File: src/rtl/fetch_bht_stage.sv
// Instruction-fetch stage with a direct-mapped 1-bit branch history table.
// Presents PC, instruction word, validity and predicted-taken to IF/ID.
module fetch_bht_stage #(
    parameter int          BHT_IDX_W = 3,
    parameter logic [15:0] RESET_PC  = 16'h0000
) (
    input  logic        clk,
    input  logic        resetn,
    input  logic        stall_IF,
    input  logic        redirect_valid,
    input  logic [15:0] redirect_pc,
    input  logic        bht_upd_valid,
    input  logic [15:0] bht_upd_pc,
    input  logic        bht_upd_taken,
    input  logic [15:0] bht_upd_target,
    output logic [15:0] imem_addr,
    input  logic [15:0] imem_data,
    output logic [15:0] out_IW,
    output logic [15:0] out_pc,
    output logic        out_BPR,
    output logic        out_valid
);

    localparam int NE = 1 << BHT_IDX_W;
    localparam int TW = 16 - BHT_IDX_W;

    logic [15:0]          pc_q, pc_d;
    logic                 valid_q, valid_d;
    logic [NE-1:0]        v_q;
    logic [NE-1:0]        h_q;
    logic [TW-1:0]        tag_q [NE];
    logic [15:0]          tgt_q [NE];

    logic [BHT_IDX_W-1:0] idx;
    logic [BHT_IDX_W-1:0] u;
    logic                 hit;
    logic                 pred_taken;
    logic                 upd_hit;

    assign idx        = pc_q[BHT_IDX_W-1:0];
    assign u          = bht_upd_pc[BHT_IDX_W-1:0];
    assign hit        = v_q[idx] & (tag_q[idx] == pc_q[15:BHT_IDX_W]);
    assign pred_taken = hit & h_q[idx];
    assign upd_hit    = v_q[u] & (tag_q[u] == bht_upd_pc[15:BHT_IDX_W]);

    assign imem_addr = pc_q;
    assign out_pc    = pc_q;
    assign out_IW    = imem_data;
    assign out_valid = valid_q & ~redirect_valid;
    assign out_BPR   = pred_taken & out_valid;

    // An invalid slot (startup) is refetched rather than advanced.
    always_comb begin
        pc_d    = pc_q;
        valid_d = valid_q;
        if (redirect_valid) begin
            pc_d    = redirect_pc;
            valid_d = 1'b1;
        end else if (!stall_IF) begin
            valid_d = 1'b1;
            if (valid_q) begin
                pc_d = pred_taken ? tgt_q[idx] : pc_q + 16'd1;
            end
        end
    end

    always_ff @(posedge clk) begin
        if (!resetn) begin
            pc_q    <= RESET_PC;
            valid_q <= 1'b0;
        end else begin
            pc_q    <= pc_d;
            valid_q <= valid_d;
        end
    end

    always_ff @(posedge clk) begin
        if (!resetn) begin
            v_q <= '0;
            h_q <= '0;
        end else if (bht_upd_valid) begin
            if (bht_upd_taken) begin
                v_q[u] <= 1'b1;
                h_q[u] <= 1'b1;
            end else if (upd_hit) begin
                h_q[u] <= 1'b0;
            end
        end
    end

    // Tag and target carry no reset; v gates their use.
    always_ff @(posedge clk) begin
        if (resetn && bht_upd_valid && bht_upd_taken) begin
            tag_q[u] <= bht_upd_pc[15:BHT_IDX_W];
            tgt_q[u] <= bht_upd_target;
        end
    end

endmodule
File: config.mk
export PLATFORM = sky130hd
export DESIGN_NAME = fetch_bht_stage
export DESIGN_NICKNAME = d
export VERILOG_FILES = /design/src/rtl/fetch_bht_stage.sv
export SDC_FILE = /design/constraint.sdc
export NUM_CORES = 1
export LEC_CHECK = 0
export CORE_MARGIN = 4
export CORE_UTILIZATION = 55
export CTS_CLUSTER_SIZE = 40
export DETAILED_ROUTE_END_ITERATION = 8
export GPL_TIMING_DRIVEN = 0
export PLACE_DENSITY = 0.78
export SETUP_SLACK_MARGIN = 0.3
export SLEW_MARGIN = 20
export SYNTH_ARGS = -nofsm -noshare
export SYNTH_HDL_FRONTEND = slang
export SYNTH_SLANG_ARGS = --single-unit
File: constraint.sdc
create_clock -name clk -period 3.91 [get_ports clk]
set_input_delay 0.782 -clock clk [delete_from_list [all_inputs] [get_ports clk]]
set_output_delay 0.782 -clock clk [all_outputs]
set_load 0.1 [all_outputs]
==> results.sh, run 1 <==
export IMPL_finalClockSkew_ns=0.00937
export IMPL_netlist_area_um2=12300
export IMPL_port_buffers=101
export IMPL_internal_power_mw=5.22
export IMPL_synth_most_common_cell="edfxtp_1"
export IMPL_ys_seq_area_share_pct=62.7
export IMPL_seqPwrFrac_pct=46.3
export IMPL_postSynthCellCount=794
export IMPL_ys_warn_count=0
export IMPL_routedWlPerCell_um=26.1
export IMPL_timing_fmax_ghz=0.250
export IMPL_first_iter_violations=996
export IMPL_grt_setup_unrepaired="yes"
export IMPL_clk_path_buf_depth=3
export IMPL_clockPowerShare_pct=38.5
export IMPL_syn_avg_cell_area_um2=15.4
export IMPL_syn_nets=865
export IMPL_route_detailed_drc=0
export IMPL_worstPathMaxFanout=6
export IMPL_dp_hpwl_um=21700
export IMPL_die_width_um=157
export IMPL_finalWeightedCongestion=0.920
export IMPL_root_buffer="clkbuf_16"
export IMPL_die_area_um2=24700
export IMPL_p_leak_nw=4.98
export IMPL_setup_slack_ns=-0.0862
export IMPL_htree_num_levels=1
export IMPL_switchingPower_mw=1.74
export IMPL_synthArstFlopShare_pct=0
export IMPL_comb_power_share_pct=15.2
export IMPL_crit_arrival_ns=3.21
export IMPL_numCtsBuffers=27
export IMPL_worstSetupStartpointType="flip-flop"
export IMPL_path_class="reg -> out"
export IMPL_core_um2=21900
export IMPL_final_hold_viol_count=0
export IMPL_vias=8214
export IMPL_relSlewSlack_pct=17.9
export IMPL_yosysTopAreaCellShare_pct=56.8
export IMPL_cellPowerDensity_nw_per_um2=461
export IMPL_drv_slew=0
export IMPL_endpoint_kind="output port"
export IMPL_drive_gt1_share_pct=24.2
export IMPL_areaGrowthSynthToFinish_pct=23.1
export IMPL_peakVddDrop_mv=0.320
export IMPL_synth_edf_count=232
export IMPL_antenna_found_initial=0
export IMPL_setup_viol=1
export IMPL_routed_wl_um=32400
export IMPL_tightest_slew_ns=1.22
export IMPL_io_pins=120
export IMPL_fin_crit_ns=4.00
export IMPL_synth_top_area_cell="edfxtp_1"
export IMPL_clk_pin_slew_ns=0.06
export IMPL_final_fill_count=1426
export IMPL_grt_pass1_vias=8125
export IMPL_synth_cells_most_frequent="edfxtp_1, mux4_2, nand2_1, mux2i_1, dfxtp_1"
export IMPL_insertion_delay_ns=0.53
export IMPL_swShare_pct=25.1
export IMPL_outcome="finished with violations"
export IMPL_clock_sinks=268
export IMPL_required_ns=3.13
export IMPL_row_count=54
export IMPL_hp_class="reg -> reg"
export IMPL_final_nets=1012
export IMPL_synthTopCellsByArea="edfxtp_1, mux4_2, dfxtp_1, mux2i_1, mux2_2"
export IMPL_vias_per_cell=6.63
export IMPL_fin_total_pwr_mw=6.97
export IMPL_cts_hold_buf=0
export IMPL_ys_types=58
export IMPL_grt_pass1_wl_um=48400
export IMPL_post_route_period_util_pct=102
export IMPL_cts_tree="done"
export IMPL_grt_ovfl_total=0
export IMPL_antenna_cells=0
export IMPL_hold_ws_ns=0.479
export IMPL_grt_max_degree=19
export IMPL_ant_nets=0
export IMPL_violations="setup timing"
export IMPL_grt_total_usage_pct=25.8
export IMPL_synth_seq_cells=268
export IMPL_initial_core_util_pct=56.0
export IMPL_drv_cap=0
export IMPL_die_h_um=157
export IMPL_drtPass1Iterations=5
export IMPL_ys_flop_type="edfxtp_1"
## cells in the final DEF (no fill, tap or decap), drive strengths merged, types with 11 or more instances in the layout
cell type	netlist	routed
edfxtp	232	232
clkdlybuf4s50	0	99
buf	59	74
clkbuf	24	58
mux4	56	56
nand2	42	42
mux2i	37	37
dfxtp	36	36
mux2	30	30
xor2	21	21
nor2	19	19
a22o	18	18
or4	17	17
nand3	17	17
o21ai	16	16
o311ai	15	15
xnor2	13	13
a21oi	12	12
clkinv	1	11
## flip-flops by register name, indices dropped and copies added (netlist names), named ones only
name and flops:
tgt_q 128, tag_q 104, v_q 8, valid_q 1, imem_addr 16
## power by group through the flow
stage	clock [mW]	sequential, mW	combinational, mW
6_report	2.68	3.22	1.06
5_1_grt	2.82	3.23	1.11
4_1_cts	2.70	3.22	1.03
3_3_place_gp	0	3.28	0.963
3_5_place_dp	0	3.28	0.983
2_1_floorplan	0	3.35	0.598
## worst paths after layout
kind | slack [ns] | depth (start not counted) | endpoint | from
max | -0.09 | 12 | out_BPR | flip-flop
min | 0.48 | 1 | v_q[4] | v_q[4]
max reg2reg | 0.50 | 11 | imem_addr[8] | flip-flop
min reg2reg | 0.48 | 1 | v_q[4] | v_q[4]
## per-stage QoR
stage / setup TNS [ns] / utilization [%] / setup WS [ns] / instances / area, um^2
floorplan: 0 / - / 0.282 / 794 / 12300
global placement: -392.87 / 62.4 / -2.29 / 1175 / 13700
detailed placement: -11.57 / 63.5 / -0.914 / 1183 / 13900
CTS: -0.0798 / 68.7 / -0.0798 / 1237 / 15000
global route: -0.213 / 69.0 / -0.213 / 1239 / 15100
finish: -0.0862 / 69.0 / -0.0862 / 1239 / 15100
## area by class of cell
type | instances | area (um^2) | share of cell area, %
buffer | 83 | 572 | 3.79
tap | 280 | 350 | 2.32
multi-input combinational | 435 | 4240 | 28.1
clock inverter | 17 | 230 | 1.52
timing repair buffer | 118 | 1290 | 8.57
sequential | 268 | 7690 | 50.9
inverter | 8 | 30.0 | 0.199
clock buffer | 30 | 687 | 4.55
## timing repair
item	CTS	global route
endpoints found under the hold margin	0	0
gates resized for setup	46	15
pin swaps	2	4
setup endpoints to repair	35	12
setup buffers	7	2
## logic make-up (layout without fill, tap and decap cells)
family / after synthesis / count (layout) / share of synthesized area (%)
muxes: 123 / 123 / 16.1
AOI/OAI and AO/OA: 138 / 138 / 8.55
DFF: 268 / 268 / 62.7
adders and majority gates: 1 / 1 / 0.102
and+or+nand+nor: 139 / 139 / 5.97
buffers and inverters: 91 / 256 / 4.17
xor gates and xnor gates: 34 / 34 / 2.43
## worst max-delay path, cell delays in order, from the launching register on
cell,delay [ns]
dfxtp_4,0.37
buf_8,0.10
buf_12,0.11
buf_12,0.12
mux4_2,0.50
mux2i_2,0.22
xor2_1,0.16
buf_4,0.15
nand3_2,0.07
nor3b_2,0.18
nand4_1,0.22
nor3b_4,0.27
buf_12,0.20
## per-layer routing
| metal | vias up | share of wire, % | GRT usage, % |
|---|---|---|---|
| met5 | - | 0 | 0 |
| met4 | 0 | 3.0 | 7.99 |
| met3 | 86 | 10 | 4.95 |
| met2 | 530 | 46 | 40.1 |
| met1 | 4120 | 40 | 37.5 |
| li1 | 3478 | - | - |
(Power assumes the default switching activity.)
==> run 2, diff against run 1 <==
ABC_AREA = 1   (was not set)
PLACE_DENSITY = 0.77   (was 0.78)
==> run 2 against run 1 <==
Via count increased by 41%. The run now ends clean. Critical path depth is 5 higher. Sequential share of layout area fell by 4.3 points. Utilization is 0.84 points higher. Critical path type unchanged. Sequential cell count did not move.
==> results.sh, run 2 <==
export IMPL_finalClockSkew_ns=0.0134
export IMPL_grt_max_degree=22
export IMPL_grt_ovfl_total=0
export IMPL_antenna_cells=0
export IMPL_ys_warn_count=0
export IMPL_routed_wl_um=41500
export IMPL_tns_ns=0
export IMPL_ys_types=29
export IMPL_clockPowerShare_pct=36.4
export IMPL_initial_core_util_pct=56.4
export IMPL_die_area_um2=26800
export IMPL_finalWeightedCongestion=0.952
export IMPL_dp_slack_ns=-0.270
export IMPL_insertion_delay_ns=0.57
export IMPL_final_common_cell="nand2_1"
export IMPL_path_class="reg -> out"
export IMPL_final_nets=1719
export IMPL_synth_most_common_cell="nand2_1"
export IMPL_htree_num_levels=1
export IMPL_largest_reg_flops=128
export IMPL_core_um2=23600
export IMPL_outcome="finished, final reports clean"
export IMPL_regMostFlops="tgt_q"
export IMPL_ant_nets=0
export IMPL_route_detailed_drc=0
export IMPL_setup_worst_path_end="out_BPR"
export IMPL_drv_slew=0
export IMPL_worstPathMaxFanout=7
export IMPL_ys_seq_area_share_pct=57.7
export IMPL_grt_pass1_wl_um=60800
export IMPL_switchingPower_mw=2.06
export IMPL_synthTopCellsByArea="edfxtp_1, nand2_1, dfxtp_1, nand3_1, inv_1"
export IMPL_met2WireLength_um=17900
export IMPL_worstSetupStartpointType="flip-flop"
export IMPL_crit_arrival_ns=2.83
export IMPL_internal_power_mw=5.00
export IMPL_hold_start="v_q[3]"
export IMPL_vias=11600
export IMPL_postSynthCellCount=1496
export IMPL_fin_crit_ns=3.61
export IMPL_timing_fmax_ghz=0.277
export IMPL_port_buffers=99
export IMPL_ys_flop_type="edfxtp_1"
export IMPL_synth_cells_most_frequent="nand2_1, edfxtp_1, inv_1, nand3_1, nor2_1"
export IMPL_required_ns=3.13
export IMPL_post_route_period_util_pct=92.3
export IMPL_clock_sinks=268
export IMPL_routed_top_layer="met4"
export IMPL_setup_slack_ns=0.300
export IMPL_die_h_um=164
export IMPL_root_buffer="clkbuf_16"
export IMPL_synthArstFlopShare_pct=0
export IMPL_syn_nets=1567
export IMPL_yosysTopAreaCellShare_pct=52.3
export IMPL_endpoint_kind="output port"
export IMPL_row_count=56
export IMPL_syn_avg_cell_area_um2=8.90
export IMPL_ff2ff_setup_slack_ns=1.37
export IMPL_die_width_um=164
export IMPL_utilization_pct=69.8
export IMPL_clk_pin_slew_ns=0.06
export IMPL_final_cell_mix="nand2_1, edfxtp_1, inv_1"
export IMPL_seqPwrFrac_pct=45.4
export IMPL_relSlewSlack_pct=32.2
export IMPL_grt_setup_unrepaired="yes"
export IMPL_clk_path_buf_depth=3
export IMPL_first_iter_violations=1641
export IMPL_dp_cells=1922
export IMPL_p_leak_nw=6.80
export IMPL_layoutNonFillerInstCount=1988
export IMPL_drv_cap=0
export IMPL_grt_pass1_vias=10800
export IMPL_synth_edf_count=232
export IMPL_grt_total_usage_pct=29.9
export IMPL_synth_seq_cells=268
export IMPL_numCtsBuffers=29
export IMPL_routedWlPerCell_um=20.9
export IMPL_drtPass1Iterations=6
export IMPL_dp_hpwl_um=27500
export IMPL_setup_viol=0
export IMPL_tightest_slew_ns=1.02
export IMPL_peakVddDrop_mv=0.360
export IMPL_wl_met3_um=6190
export IMPL_areaGrowthSynthToFinish_pct=23.8
export IMPL_comb_power_share_pct=18.2
export IMPL_drive_gt1_share_pct=15.0
export IMPL_swShare_pct=29.2
export IMPL_io_pins=120
export IMPL_final_hold_viol_count=0
export IMPL_synth_top_area_cell="edfxtp_1"
export IMPL_fin_total_pwr_mw=7.05
export IMPL_vias_per_cell=5.83
export IMPL_hp_class="reg -> reg"
export IMPL_drt_met1_wl_um=15300
export IMPL_cellPowerDensity_nw_per_um2=428
export IMPL_cts_tree="done"
export IMPL_ff2ff_path_depth=21
export IMPL_cts_hold_buf=0
export IMPL_antenna_found_initial=0
export IMPL_netlist_area_um2=13300
run 2: timing repair:
action | 4_1_cts | 5_1_grt
gates cloned | 0 | 4
resized for setup | 40 | 97
setup buffers | 1 | 9
pin swaps | 2 | 30
setup endpoints to repair | 1 | 1
endpoints found under the hold margin | 0 | 0
run 2: critical path: stages, from the launching register on:
cell	delay, ns
dfxtp_2	0.34
buf_12	0.15
inv_8	0.05
buf_12	0.14
buf_12	0.14
nand2_1	0.10
nand3_2	0.08
nand3_2	0.09
nand2_1	0.06
nand2_1	0.07
nand2_2	0.07
nor2_4	0.12
nand2_2	0.07
nor2_4	0.13
nand2_2	0.09
buf_8	0.14
nor3_4	0.19
buf_12	0.20
run 2: through the flow:
stage / hold WS (ns) / cell area [um^2]
6_report: 0.491 / 16500
5_1_grt: 0.518 / 16500
4_1_cts: 0.494 / 16000
3_5_place_dp: 0.487 / 15000
3_3_place_gp: 0.469 / 14700
2_1_floorplan: 0.443 / 13300
run 2: cell type report:
| cell class | count | area, um^2 |
|---|---|---|
| Buffer | 111 | 815 |
| Timing Repair Buffer | 121 | 1360 |
| Clock buffer | 36 | 752 |
| Inverter | 146 | 556 |
| Tap cell | 319 | 399 |
| Sequential cell | 268 | 7690 |
| Fill cell | 1762 | 7130 |
| Multi-Input combinational cell | 971 | 4790 |
| Clock inverter | 16 | 128 |
run 2: logic make-up after synthesis:
group / after synthesis / synth area share, %
buffers and inverters: 257 / 9.32
adders and majority gates: 1 / 0.0939
and+or+nand+nor: 759 / 23.5
xor gates and xnor gates: 14 / 0.921
AOI/OAI and AO/OA: 197 / 8.41
DFF: 268 / 57.7
run 2: routing by layer:
layer  vias to the layer above  global-route usage [%]
met4                         0                    13.7
met1                      5364                    41.4
met2                       830                    45.2
li1                       5246                       -
met5                         -                       0
met3                       149                    6.81
run 2: worst min path at each step:
stage          endpoint  slack (ns)  cells after the start
6_report         v_q[3]        0.49                      2
5_1_grt          v_q[2]        0.52                      2
4_1_cts          v_q[3]        0.49                      2
3_5_place_dp     v_q[3]        0.49                      2
3_3_place_gp     v_q[5]        0.47                      2
2_1_floorplan    v_q[1]        0.44                      2
run 2: power by group through the flow:
stage	combinational, mW	sequential (mW)	clock [mW]
after floorplan	0.686	3.33	0
after global placement	1.12	3.26	0
after detailed placement	1.15	3.26	0
after CTS	1.17	3.20	2.57
after global routing	1.35	3.21	2.71
final	1.28	3.20	2.57
